<file path="src/rtl/fetch_unit_pkg.sv">
// Shared definitions for the instruction-fetch stage: state encodings and the NOP/valid convention.
package fetch_unit_pkg;

  typedef enum logic [1:0] {
    S_IDLE  = 2'd0,
    S_REQ   = 2'd1,
    S_HOLD  = 2'd2,
    S_FAULT = 2'd3
  } fetch_state_t;

  localparam logic [31:0] NOP_DEFAULT = 32'h0000_0000;
  localparam int          WDOG_W      = 8;

endpackage

</file>
<file path="src/rtl/fetch_wdog.sv">
// Fetch watchdog: load/enable 8-bit up-counter, expires when the count reaches TIMEOUT.
module fetch_wdog
  import fetch_unit_pkg::*;
#(
  parameter int TIMEOUT = 15
) (
  input  logic clk,
  input  logic rst_n,
  input  logic i_load,
  input  logic i_en,
  output logic o_expire
);

  logic [WDOG_W-1:0] r_count;

  always_ff @(posedge clk or negedge rst_n) begin
    if (!rst_n) begin
      r_count <= '0;
    end else if (i_load) begin
      r_count <= '0;
    end else if (i_en) begin
      r_count <= r_count + 1'b1;
    end
  end

  assign o_expire = (r_count == WDOG_W'(TIMEOUT));

endmodule

</file>
<file path="src/rtl/fetch_unit.sv">
// Instruction fetch stage: req/ack fetch from instruction memory into an instruction register,
// PC stall generation and a sticky fault for misaligned PCs, memory errors and timeouts.
module fetch_unit
  import fetch_unit_pkg::*;
#(
  parameter int                ADDR_W  = 32,
  parameter int                DATA_W  = 32,
  parameter int                TIMEOUT = 15,
  parameter logic [DATA_W-1:0] NOP     = DATA_W'(NOP_DEFAULT)
) (
  input  logic              clk,
  input  logic              rst_n,
  input  logic [ADDR_W-1:0] pc_addr,
  input  logic              flush,
  input  logic              decode_ready,
  output logic              mem_req,
  output logic [ADDR_W-1:0] mem_addr,
  input  logic              mem_ack,
  input  logic [DATA_W-1:0] mem_rdata,
  input  logic              mem_err,
  output logic [DATA_W-1:0] instr,
  output logic              instr_valid,
  output logic              pc_stall,
  output logic              fetch_fault
);

  fetch_state_t      r_state;
  logic              r_mem_req;
  logic [ADDR_W-1:0] r_mem_addr;
  logic [DATA_W-1:0] r_instr;
  logic              r_valid;
  logic              r_fault;
  logic              r_drop;
  logic              w_expire;

  fetch_wdog #(.TIMEOUT(TIMEOUT)) u_wdog (
    .clk      (clk),
    .rst_n    (rst_n),
    .i_load   (r_state == S_IDLE),
    .i_en     ((r_state == S_REQ) && !mem_ack),
    .o_expire (w_expire)
  );

  always_ff @(posedge clk or negedge rst_n) begin
    if (!rst_n) begin
      r_state    <= S_IDLE;
      r_mem_req  <= 1'b0;
      r_mem_addr <= '0;
      r_instr    <= NOP;
      r_valid    <= 1'b0;
      r_fault    <= 1'b0;
      r_drop     <= 1'b0;
    end else begin
      case (r_state)
        S_IDLE: begin
          r_mem_addr <= pc_addr;
          if (pc_addr[1:0] != 2'b00) begin
            r_state <= S_FAULT;
            r_fault <= 1'b1;
          end else begin
            r_state   <= S_REQ;
            r_mem_req <= 1'b1;
          end
        end
        S_REQ: begin
          if (mem_ack) begin
            r_mem_req <= 1'b0;
            r_drop    <= 1'b0;
            if (mem_err) begin
              r_state <= S_FAULT;
              r_fault <= 1'b1;
              r_instr <= NOP;
              r_valid <= 1'b0;
            end else if (r_drop) begin
              r_state <= S_IDLE;
            end else begin
              r_instr <= mem_rdata;
              r_valid <= 1'b1;
              r_state <= S_HOLD;
            end
          end else if (w_expire) begin
            r_mem_req <= 1'b0;
            r_drop    <= 1'b0;
            r_state   <= S_FAULT;
            r_fault   <= 1'b1;
            r_instr   <= NOP;
          end else if (flush) begin
            // an issued request cannot be retracted; remember to discard its data
            r_drop <= 1'b1;
          end
        end
        S_HOLD: begin
          if (flush) begin
            r_valid <= 1'b0;
            r_instr <= NOP;
            r_state <= S_IDLE;
          end else if (decode_ready) begin
            r_valid <= 1'b0;
            r_state <= S_IDLE;
          end
        end
        default: begin
          r_state <= S_FAULT;
        end
      endcase
    end
  end

  assign mem_req     = r_mem_req;
  assign mem_addr    = r_mem_addr;
  assign instr       = r_instr;
  assign instr_valid = r_valid;
  assign fetch_fault = r_fault;

  // PC moves once per consumed word, and is free in IDLE while its owner redirects it
  assign pc_stall = !((r_state == S_HOLD) && decode_ready && !flush) &&
                    !((r_state == S_IDLE) && flush);

endmodule

</file>
<file path="config.mk">
export PLATFORM = sky130hd
export DESIGN_NAME = fetch_unit
export DESIGN_NICKNAME = d
export VERILOG_FILES = /design/src/rtl/fetch_unit_pkg.sv /design/src/rtl/fetch_wdog.sv /design/src/rtl/fetch_unit.sv
export SDC_FILE = /design/constraint.sdc
export NUM_CORES = 1
export LEC_CHECK = 0
export BUFFER_PORTS_ARGS = -buffer_cell sky130_fd_sc_hd__buf_2
export CAP_MARGIN = 20
export CORE_MARGIN = 4
export CORE_UTILIZATION = 25
export DETAILED_ROUTE_END_ITERATION = 16
export HOLD_SLACK_MARGIN = 0.03
export PLACE_DENSITY = 0.56
export SYNTH_ARGS = -nofsm -noshare
export SYNTH_HDL_FRONTEND = slang
export SYNTH_SLANG_ARGS = --single-unit
export TNS_END_PERCENT = 20
</file>
<file path="constraint.sdc">
create_clock -name clk -period 3.33 [get_ports clk]
set_input_delay 0.1665 -clock clk [delete_from_list [all_inputs] [get_ports clk]]
set_output_delay 0.1665 -clock clk [all_outputs]
set_load 0.05 [all_outputs]
</file>
==> flow_metrics.py, run 1 <==
metrics = {
    "status": {
        "status": "finished, final reports clean",
    },
    "synth": {
        "synth_area_leaders": "dfrtp_1 (57%), mux2_2 (11%), mux2i_1 (10%), nand2_1 (4.4%), inv_1 (3.7%)",
        "synth_ff_type": "dfrtp_1",
        "synth_edf_count": 0,
        "ys_seq_area_share_pct": 57.27,
        "yosysWarningCount": 0,
        "ys_ff_latch": 78,
        "avgSynthCellArea_sq_um": 11.83,
        "synth_nets": 363,
        "async_flop_share_pct": 100.0,
        "synth_top_cell_area_share_pct": 57.27,
        "syn-cell-area_sq_um": 3408,
        "synth_top_area_cell": "dfrtp_1",
        "ys_types": 31,
        "postSynthCellCount": 288,
    },
    "setup_path": {
        "crit_family": "compound AO/OA/AOI/OAI gates",
        "crit_arrival_ns": 2.80,
        "start_kind": "flip-flop",
        "cp.buffers_inverters": 2,
        "path_cells": "inv_1 -> ha_1 -> nor2b_1 -> a21boi_1 -> a311oi_4 -> buf_4 -> mux2i_1",
        "cp_max_fo": 32,
        "r2r_slack_ns": 0.73,
        "crit_slowest_cell": "a21boi_1",
        "slowest_delay_ns": 0.46,
        "end_kind": "flip-flop",
        "critPathKind": "reg -> reg",
        "cp.required_ns": 3.52,
    },
    "power_and_ir_drop": {
        "p_leak_uw": 0.002280,
        "p_clk_share_pct": 15.8,
        "peakVddDrop_uv": 522.0,
        "switchingPower_uw": 2688,
        "p_int_uw": 2747,
        "power.density_nw_per_um2": 1192,
        "sequentialPowerShare_pct": 29.0,
        "pwr-share-comb_pct": 55.2,
        "power_uw": 5435,
        "p_sw_share_pct": 49.45,
    },
    "clock_network": {
        "cts_resized": 0,
        "cts.path.max_buffers": 2,
        "cts.clk_slew.worst_paths_ns": 0.05,
        "cts_tree": "built",
        "cts_num_sinks": 78,
        "cts_buffers": 9,
        "cts-root-buf": "clkbuf_16",
        "htreeDepth": 3,
        "clkLatencyLatePin_ns": 0.33,
    },
    "layout": {
        "layout-drive-gt1-share_pct": 43.52,
        "num_antenna_cells": 0,
        "nNetsFinal": 503,
        "areaGrowthSynthToFinish_pct": 33.77,
    },
    "timing": {
        "finalSetupTns_ns": 0,
        "finalCriticalPeriod_ns": 2.604,
        "finalCritPeriodShare_pct": 78.19,
        "grt_setup_unrepaired": "no",
        "clock_skew_ns": 0.005342,
        "fmax_mhz": 384.1,
        "slew_viol_final": 0,
        "hold_viol": 0,
        "slew_headroom_pct": 63.48,
        "tightest_slew_ns": 0.5478,
        "finalSetupViolations": 0,
    },
    "global_routing": {
        "grt_pass1_wl_um": 13320,
        "grt_pass1_vias": 2694,
        "grt-ovfl-total": 0,
        "grt_antenna_before_repair": 0,
        "grt_max_degree": 79,
        "grt_util_all_layers_pct": 10.65,
    },
    "route": {
        "via_per_inst": 4.123,
        "routedWlPerCell_um": 12.97,
        "drt-initial-drc-count": 50,
        "drcViolationCount": 0,
        "dr.pass1.iters": 4,
        "finalWirelength_um": 7884,
        "vias": 2507,
        "ant_nets": 0,
    },
    "placement": {
        "portBuffers": 137,
        "routabilityCongestion": 0.7297,
        "place_hpwl_um": 5615,
    },
    "die": {
        "die_h_um": 124.8,
        "start_util_pct": 25.64,
        "io_pins": 138,
        "fp.dieArea_sq_um": 15570,
        "row_count": 42,
        "die_w_um": 124.8,
        "core_area_sq_um": 13300,
    },
    "worst_hold_path": {
        "hold_path.class": "in -> reg",
    },
    "job": {
        "cap_violations": 0,
    },
}
## cell usage in the layout (no fill, tap or decap), types with 2 or more instances in the layout
cell type	Yosys	final
xor2_1	6	6
dfrtp_1	78	78
and2_1	2	2
a211oi_1	2	2
nand2b_1	3	3
buf_4	0	4
inv_1	34	34
nand4_1	2	2
nor2b_1	4	4
mux2_2	32	32
nand2_1	40	40
clkbuf_16	0	9
nor2_1	13	12
a21oi_1	4	4
clkbuf_1	5	4
o21ai_0	3	3
clkinv_2	0	2
ha_1	5	4
mux2i_1	35	35
buf_2	1	136
## timing repair
item                                   in CTS  in global routing
endpoints found under the hold margin       0                 26
hold buffers                                0                  1
setup buffers                               0                  0
## flip-flops by register name, indices dropped and copies added, names as in the netlist
| signal | count |
|---|---|
| instr_valid | 1 |
| instr | 32 |
| mem_req | 1 |
| mem_addr | 32 |
| r_state | 2 |
| u_wdog.r_count | 8 |
| fetch_fault | 1 |
| r_drop | 1 |
## power groups by stage
stage	clock, uW	sequential, uW	combinational [uW]
after floorplan	0	2880	1100
after global placement	0	1570	3000
after detailed placement	0	1580	3040
after CTS	906	1580	3040
after global routing	951	1630	3190
final	857	1580	3000
## through the flow
stage / instance area [sq um] / utilization, % / setup WS (ns) / instances / hold WS, ns
after global routing: 4559 / 34.29 / 0.5324 / 608 / 0.04138
final: 4559 / 34.29 / 0.7262 / 608 / 0.06067
after floorplan: 3408 / - / 1.362 / 288 / -0.1291
after CTS: 4522 / 34.01 / 0.6981 / 606 / 0.04087
after detailed placement: 4272 / 32.13 / 0.7186 / 591 / 0.4028
after global placement: 4272 / 32.13 / 0.8428 / 591 / 0.3971
## metal layers
layer  global-route usage, %  share of wire (%)  vias up
li1                        -                  -     1219
met1                   13.09                 44     1176
met2                   16.06                 44      105
met3                   6.261                 11        7
met4                   2.515               0.72        0
met5                       0                  0        -
## cell usage after synthesis (all sizes together), types with 2 or more instances
library cell / n
a211oi: 2
a21oi: 4
and2: 2
buf: 8
clkbuf: 5
dfrtp: 78
ha: 5
inv: 34
mux2: 32
mux2i: 35
nand2: 40
nand2b: 3
nand4: 2
nor2: 13
nor2b: 4
o21ai: 3
xor2: 6
## kinds of logic (layout without fill, tap and decap cells)
family          Yosys count  count (layout)  share of synthesized area, %
flops                    78              78                         57.27
compound gates           16              16                         3.525
simple gates             68              68                         8.847
mux                      67              67                         20.85
fa+ha+maj                 5               5                         1.836
buf+inv                  47             191                         5.873
xor+xnor                  7               7                         1.799
## path summary, 6_finish.rpt
check | cells after the start | start | endpoint
max in group asynchronous | 3 | rst_n | r_state[0]$_DFFE_PN0P_
min in group asynchronous | 2 | rst_n | mem_addr[18]$_DFFE_PN0P_
worst max register to register | 7 | r_state[1]$_DFFE_PN0P_ | instr[9]$_DFFE_PN0P_
worst min register to register | 1 | fetch_fault$_DFFE_PN0P_ | fetch_fault$_DFFE_PN0P_
worst max-delay path | 7 | r_state[1]$_DFFE_PN0P_ | instr[9]$_DFFE_PN0P_
worst min-delay path | 2 | mem_err | instr_valid$_DFFE_PN0P_
## final cells by class
class / count / area (sq um)
Clock buffer: 13 / 240.2
Fill cell: 1358 / 8736
Inverter: 34 / 127.6
Tap cell: 176 / 220.2
Timing Repair Buffer: 142 / 748.2
Sequential cell: 78 / 1952
Clock inverter: 2 / 10.01
Multi-Input combinational cell: 163 / 1261
Power figures use the tool's default switching activity.
==> run 2, diff against run 1 <==
- clock period: 3.33 -> 2.6 ns (I/O delays scaled with it)
==> run 2 against run 1 <==
Largest power group unchanged. Core utilization increased by 5.4 points. Die area unchanged. Power increased by 36%. Wire length increased by 8.4%. Fmax increased by 23%. Clock-buffer cell count decreased by 3. Clock power increased by 70%.
==> flow_metrics.py, run 2 (synthesis results as in run 1) <==
metrics = {
    "status": {
        "status": "finished, final reports clean",
    },
    "placement": {
        "dp.cells": 593,
        "place_hpwl_um": 5455,
        "portBuffers": 137,
        "routabilityCongestion": 0.7749,
        "place_area_sq_um": 4287,
    },
    "layout": {
        "regArea_sq_um": 1952,
        "multi_input_area_sq_um": 1261,
        "layout-drive-gt1-share_pct": 39.31,
        "final_cell_mix": "buf_2 (136), dfrtp_1 (78), dlygate4sd3_1 (62)",
        "final_area_sq_um": 5283,
        "num_antenna_cells": 0,
        "layout_commonest_cell": "buf_2",
        "fillers": 1245,
        "areaGrowthSynthToFinish_pct": 54.99,
        "nNetsFinal": 566,
        "stdcell_count": 672,
    },
    "clock_network": {
        "cts_buffers": 9,
        "cts_resized": 0,
        "cts.path.max_buffers": 2,
        "cts.clk_slew.worst_paths_ns": 0.06,
        "cts_num_sinks": 78,
        "clkLatencyLatePin_ns": 0.33,
        "cts-root-buf": "clkbuf_16",
        "cts_tree": "built",
        "htreeDepth": 3,
    },
    "power_and_ir_drop": {
        "power_uw": 7393,
        "peakVddDrop_uv": 796.2,
        "power.density_nw_per_um2": 1400,
        "p_leak_uw": 0.002595,
    },
    "setup_path": {
        "cp.buffers_inverters": 2,
        "crit_family": "buffers and inverters",
        "r2r_cells": 7,
        "worstReg2RegStart": "r_state[1]$_DFFE_PN0P_",
        "slowest_delay_ns": 0.49,
        "cp_max_fo": 32,
        "critPathKind": "reg -> reg",
        "crit_slowest_cell": "buf_4",
        "end_kind": "flip-flop",
        "start_kind": "flip-flop",
        "worstSetupStartpoint": "r_state[1]$_DFFE_PN0P_",
        "path_cells": "inv_1 -> ha_1 -> nor2b_1 -> a21boi_1 -> a311oi_4 -> buf_4 -> mux2i_1",
        "r2r_end": "instr[8]$_DFFE_PN0P_",
        "r2r_slack_ns": 0.49,
        "crit_arrival_ns": 2.37,
        "cp.required_ns": 2.86,
    },
    "die": {
        "die_w_um": 124.8,
        "start_util_pct": 25.64,
        "row_count": 42,
        "core_area_sq_um": 13300,
        "io_pins": 138,
        "fp.dieArea_sq_um": 15570,
        "die_h_um": 124.8,
    },
    "timing": {
        "tightest_slew_ns": 0.5631,
        "slew_headroom_pct": 62.46,
        "clock_skew_ns": 0.005719,
        "hold_viol": 0,
        "hold-worst-slack_ns": 0.04632,
        "fmax_mhz": 474.1,
        "finalCritPeriodShare_pct": 81.13,
        "slew_viol_final": 0,
        "grt_setup_unrepaired": "no",
        "finalSetupTns_ns": 0,
        "finalSetupViolations": 0,
        "finalCriticalPeriod_ns": 2.109,
    },
    "worst_hold_path": {
        "hold_path.class": "in -> reg",
        "worstHoldStart": "mem_rdata[25]",
        "min_to": "instr[25]$_DFFE_PN0P_",
        "min_path_cells": 3,
    },
    "route": {
        "finalWirelength_um": 8548,
        "dr.pass1.iters": 4,
        "ant_nets": 0,
        "via_per_inst": 4.048,
        "routedWlPerCell_um": 12.72,
        "drcViolationCount": 0,
        "vias": 2720,
        "drt-initial-drc-count": 50,
    },
    "global_routing": {
        "grt_antenna_before_repair": 0,
        "grt_pass1_wl_um": 14670,
        "grt-ovfl-total": 0,
        "grt_util_all_layers_pct": 11.58,
        "grt_pass1_vias": 3006,
        "grt_max_degree": 79,
    },
    "job": {
        "cap_violations": 0,
    },
}
## run 2: worst max-delay path by stage
stage                            end  cells past startpoint
2_1_floorplan  instr[10]$_DFFE_PN0P_                      8
3_3_place_gp   instr[18]$_DFFE_PN0P_                      7
3_5_place_dp   instr[25]$_DFFE_PN0P_                      7
4_1_cts        instr[19]$_DFFE_PN0P_                      7
5_1_grt         instr[8]$_DFFE_PN0P_                      7
6_report        instr[8]$_DFFE_PN0P_                      7
## run 2: worst register-to-register path, cell delays in order (launching register included)
cell,delay (ns)
dfrtp_1,0.37
inv_1,0.08
ha_1,0.19
nor2b_1,0.14
a21boi_1,0.18
a311oi_4,0.28
buf_4,0.49
mux2i_1,0.28
## run 2: what timing repair did
action	CTS	global route
hold endpoints to repair	139	0
hold buffers	62	0
buffers inserted	0	0
## run 2: routing by layer
layer,vias up,global-route usage (%),share of wire [%]
met4,0,3.997,1.8
met2,109,18.16,45
met1,1259,13.93,45
li1,1338,-,-
met5,-,0,0
met3,14,5.532,8.2
## run 2: stage by stage
step	util [%]	setup WS (ns)
finish	39.73	0.4906
global route	39.73	0.2559
CTS	39.53	0.4661
detailed placement	32.24	0.4886
global placement	32.24	0.5506
floorplan	-	0.6317
## run 2: power breakdown
part / leakage [uW] / internal, uW / switching [uW]
Clock: 0.000172 / 962 / 493
Combinational: 0.00144 / 1200 / 2710
Sequential: 0.000986 / 1740 / 281
## run 2: layout make-up
type                    instances  share of cell area [%]
well taps                     176                   4.169
clock inverters                 6                   2.061
flip-flops and latches         78                   36.95
inverters                      34                   2.416
clock buffers                  10                   4.524
multi-input cells             163                   23.87
repair buffers                205                   26.01
==> run 3, diff against run 2 <==
- clock period: 2.6 -> 2 ns (I/O delays scaled with it)
==> run 3 against run 2 <==
Combinational power is 37% higher. Final cell count is 0.89% higher. Clock skew down 0.0019 ns. Flip-flop and latch count unchanged. Via count up 1.9%. Critical endpoint is now instr[27]$_DFFE_PN0P_.
==> flow_metrics.py, run 3 (synthesis results as in run 1) <==
metrics = {
    "status": {
        "status": "finished, final reports clean",
    },
    "worst_hold_path": {
        "hold_path.class": "in -> reg",
        "worstHoldStart": "flush",
        "min_path_cells": 3,
    },
    "global_routing": {
        "grt_max_degree": 44,
        "grt_antenna_before_repair": 0,
        "grt-ovfl-total": 0,
        "grt_pass1_wl_um": 15480,
        "grt_pass1_vias": 3153,
        "grt_util_all_layers_pct": 12.20,
    },
    "clock_network": {
        "cts-root-buf": "clkbuf_16",
        "clkLatencyLatePin_ns": 0.34,
        "cts_buffers": 9,
        "cts_post_setup_buffers_inserted": 0,
        "htreeDepth": 3,
        "cts.clk_slew.worst_paths_ns": 0.06,
        "cts.path.max_buffers": 2,
        "cts_num_sinks": 78,
        "cts_tree": "built",
    },
    "setup_path": {
        "cp.required_ns": 2.25,
        "slowest_delay_ns": 0.38,
        "cp.buffers_inverters": 2,
        "crit_family": "compound AO/OA/AOI/OAI gates",
        "cp_max_fo": 19,
        "cp.depth": 7,
        "start_kind": "flip-flop",
        "worstReg2RegStart": "r_state[0]$_DFFE_PN0P_",
        "crit_slowest_cell": "a311oi_4",
        "critPathKind": "reg -> reg",
        "crit_arrival_ns": 2.12,
        "worstSetupStartpoint": "r_state[0]$_DFFE_PN0P_",
        "path_cells": "inv_1 -> ha_1 -> nand2b_1 -> nand2_1 -> a311oi_4 -> buf_12 -> mux2i_2",
        "r2r_cells": 7,
        "end_kind": "flip-flop",
    },
    "timing": {
        "grt_setup_unrepaired": "no",
        "hold_viol": 0,
        "finalSetupViolations": 0,
        "finalCritPeriodShare_pct": 93.35,
        "slew_viol_final": 0,
        "clock_skew_ns": 0.003831,
        "slew_headroom_pct": 68.70,
        "finalSetupTns_ns": 0,
        "fmax_mhz": 535.6,
        "finalCriticalPeriod_ns": 1.867,
        "tightest_slew_ns": 0.4695,
    },
    "route": {
        "vias": 2772,
        "ant_nets": 0,
        "drcViolationCount": 0,
        "drt-initial-drc-count": 82,
        "via_per_inst": 4.088,
        "finalWirelength_um": 8893,
        "routedWlPerCell_um": 13.12,
        "dr.pass1.iters": 4,
    },
    "placement": {
        "portBuffers": 137,
        "routabilityCongestion": 0.7967,
        "place_area_sq_um": 4367,
        "place_hpwl_um": 5823,
        "dp.cells": 597,
    },
    "job": {
        "cap_violations": 0,
    },
    "layout": {
        "layout_commonest_cell": "buf_2",
        "areaGrowthSynthToFinish_pct": 56.53,
        "num_antenna_cells": 0,
        "stdcell_count": 678,
        "nNetsFinal": 573,
        "final_cell_mix": "buf_2 (136), dfrtp_1 (78), dlygate4sd3_1 (66)",
        "final_area_sq_um": 5335,
        "final_core_util_pct": 40.13,
        "layout-drive-gt1-share_pct": 39.24,
    },
    "die": {
        "die_w_um": 124.8,
        "fp.dieArea_sq_um": 15570,
        "core_area_sq_um": 13300,
        "start_util_pct": 25.64,
        "row_count": 42,
        "die_h_um": 124.8,
        "io_pins": 138,
    },
    "power_and_ir_drop": {
        "p_leak_uw": 0.002614,
        "peakVddDrop_uv": 1026,
        "power.density_nw_per_um2": 1815,
        "power_uw": 9684,
    },
}
## run 3: changes by cell type in the layout (fill, tap and decap cells not counted), sizes merged
| cell | previous run | this run |
|---|---|---|
| buf | 143 | 146 |
| bufinv | 3 | 2 |
| dlygate4sd3 | 62 | 66 |
## run 3: layout make-up
type / count / area (sq um)
sequential: 78 / 1952
clock buffer: 10 / 229.0
fill: 1258 / 7960
inverter: 34 / 127.6
tap: 176 / 220.2
multi-input combinational: 163 / 1265
timing repair buffer: 212 / 1466
clock inverter: 5 / 75.07
## run 3: through the flow
stage / hold slack (ns) / setup WS, ns
2_1_floorplan: -0.1956 / 0.03169
3_3_place_gp: 0.09588 / 0.1967
3_5_place_dp: 0.09582 / 0.1292
4_1_cts: 0.07528 / 0.1152
5_1_grt: 0.08872 / 0.01258
6_report: 0.08926 / 0.1331
## run 3: power breakdown
group          leakage (uW)  switching, uW  total [uW]  internal (uW)
clock network      0.000152            620        1700           1080
registers          0.000986            363        2620           2260
logic               0.00148           3610        5360           1750
total               0.00261           4600        9680           5090
## run 3: worst paths after layout
path                                                  to  slack (ns)
worst max-delay path               instr[27]$_DFFE_PN0P_        0.13
worst min-delay path                  r_drop$_DFFE_PN0P_        0.09
worst max register to register     instr[27]$_DFFE_PN0P_        0.13
worst min register to register   fetch_fault$_DFFE_PN0P_        0.47
max in group asynchronous        instr_valid$_DFFE_PN0P_        1.14
min in group asynchronous       mem_addr[20]$_DFFE_PN0P_        0.27
## run 3: what timing repair did
item,in CTS,in global routing
endpoints found under the hold margin,100,0
setup endpoints to repair,0,8
resized for setup,0,1
hold buffers,66,0
## run 3: worst register-to-register path: cells and delay by family, from the launching register on
kind            cells  cell delay (ns)
flops               1             0.37
mux                 1             0.23
compound gates      1             0.38
fa+ha+maj           1             0.27
simple gates        2             0.22
buf+inv             2             0.32
## run 3: metal layers
layer	vias up	routed length (um)	track usage (%)
met5	-	0	0
met4	0	238	5.480
met3	21	701	4.889
met2	111	4113	19.08
met1	1286	3839	14.77
li1	1354	-	-
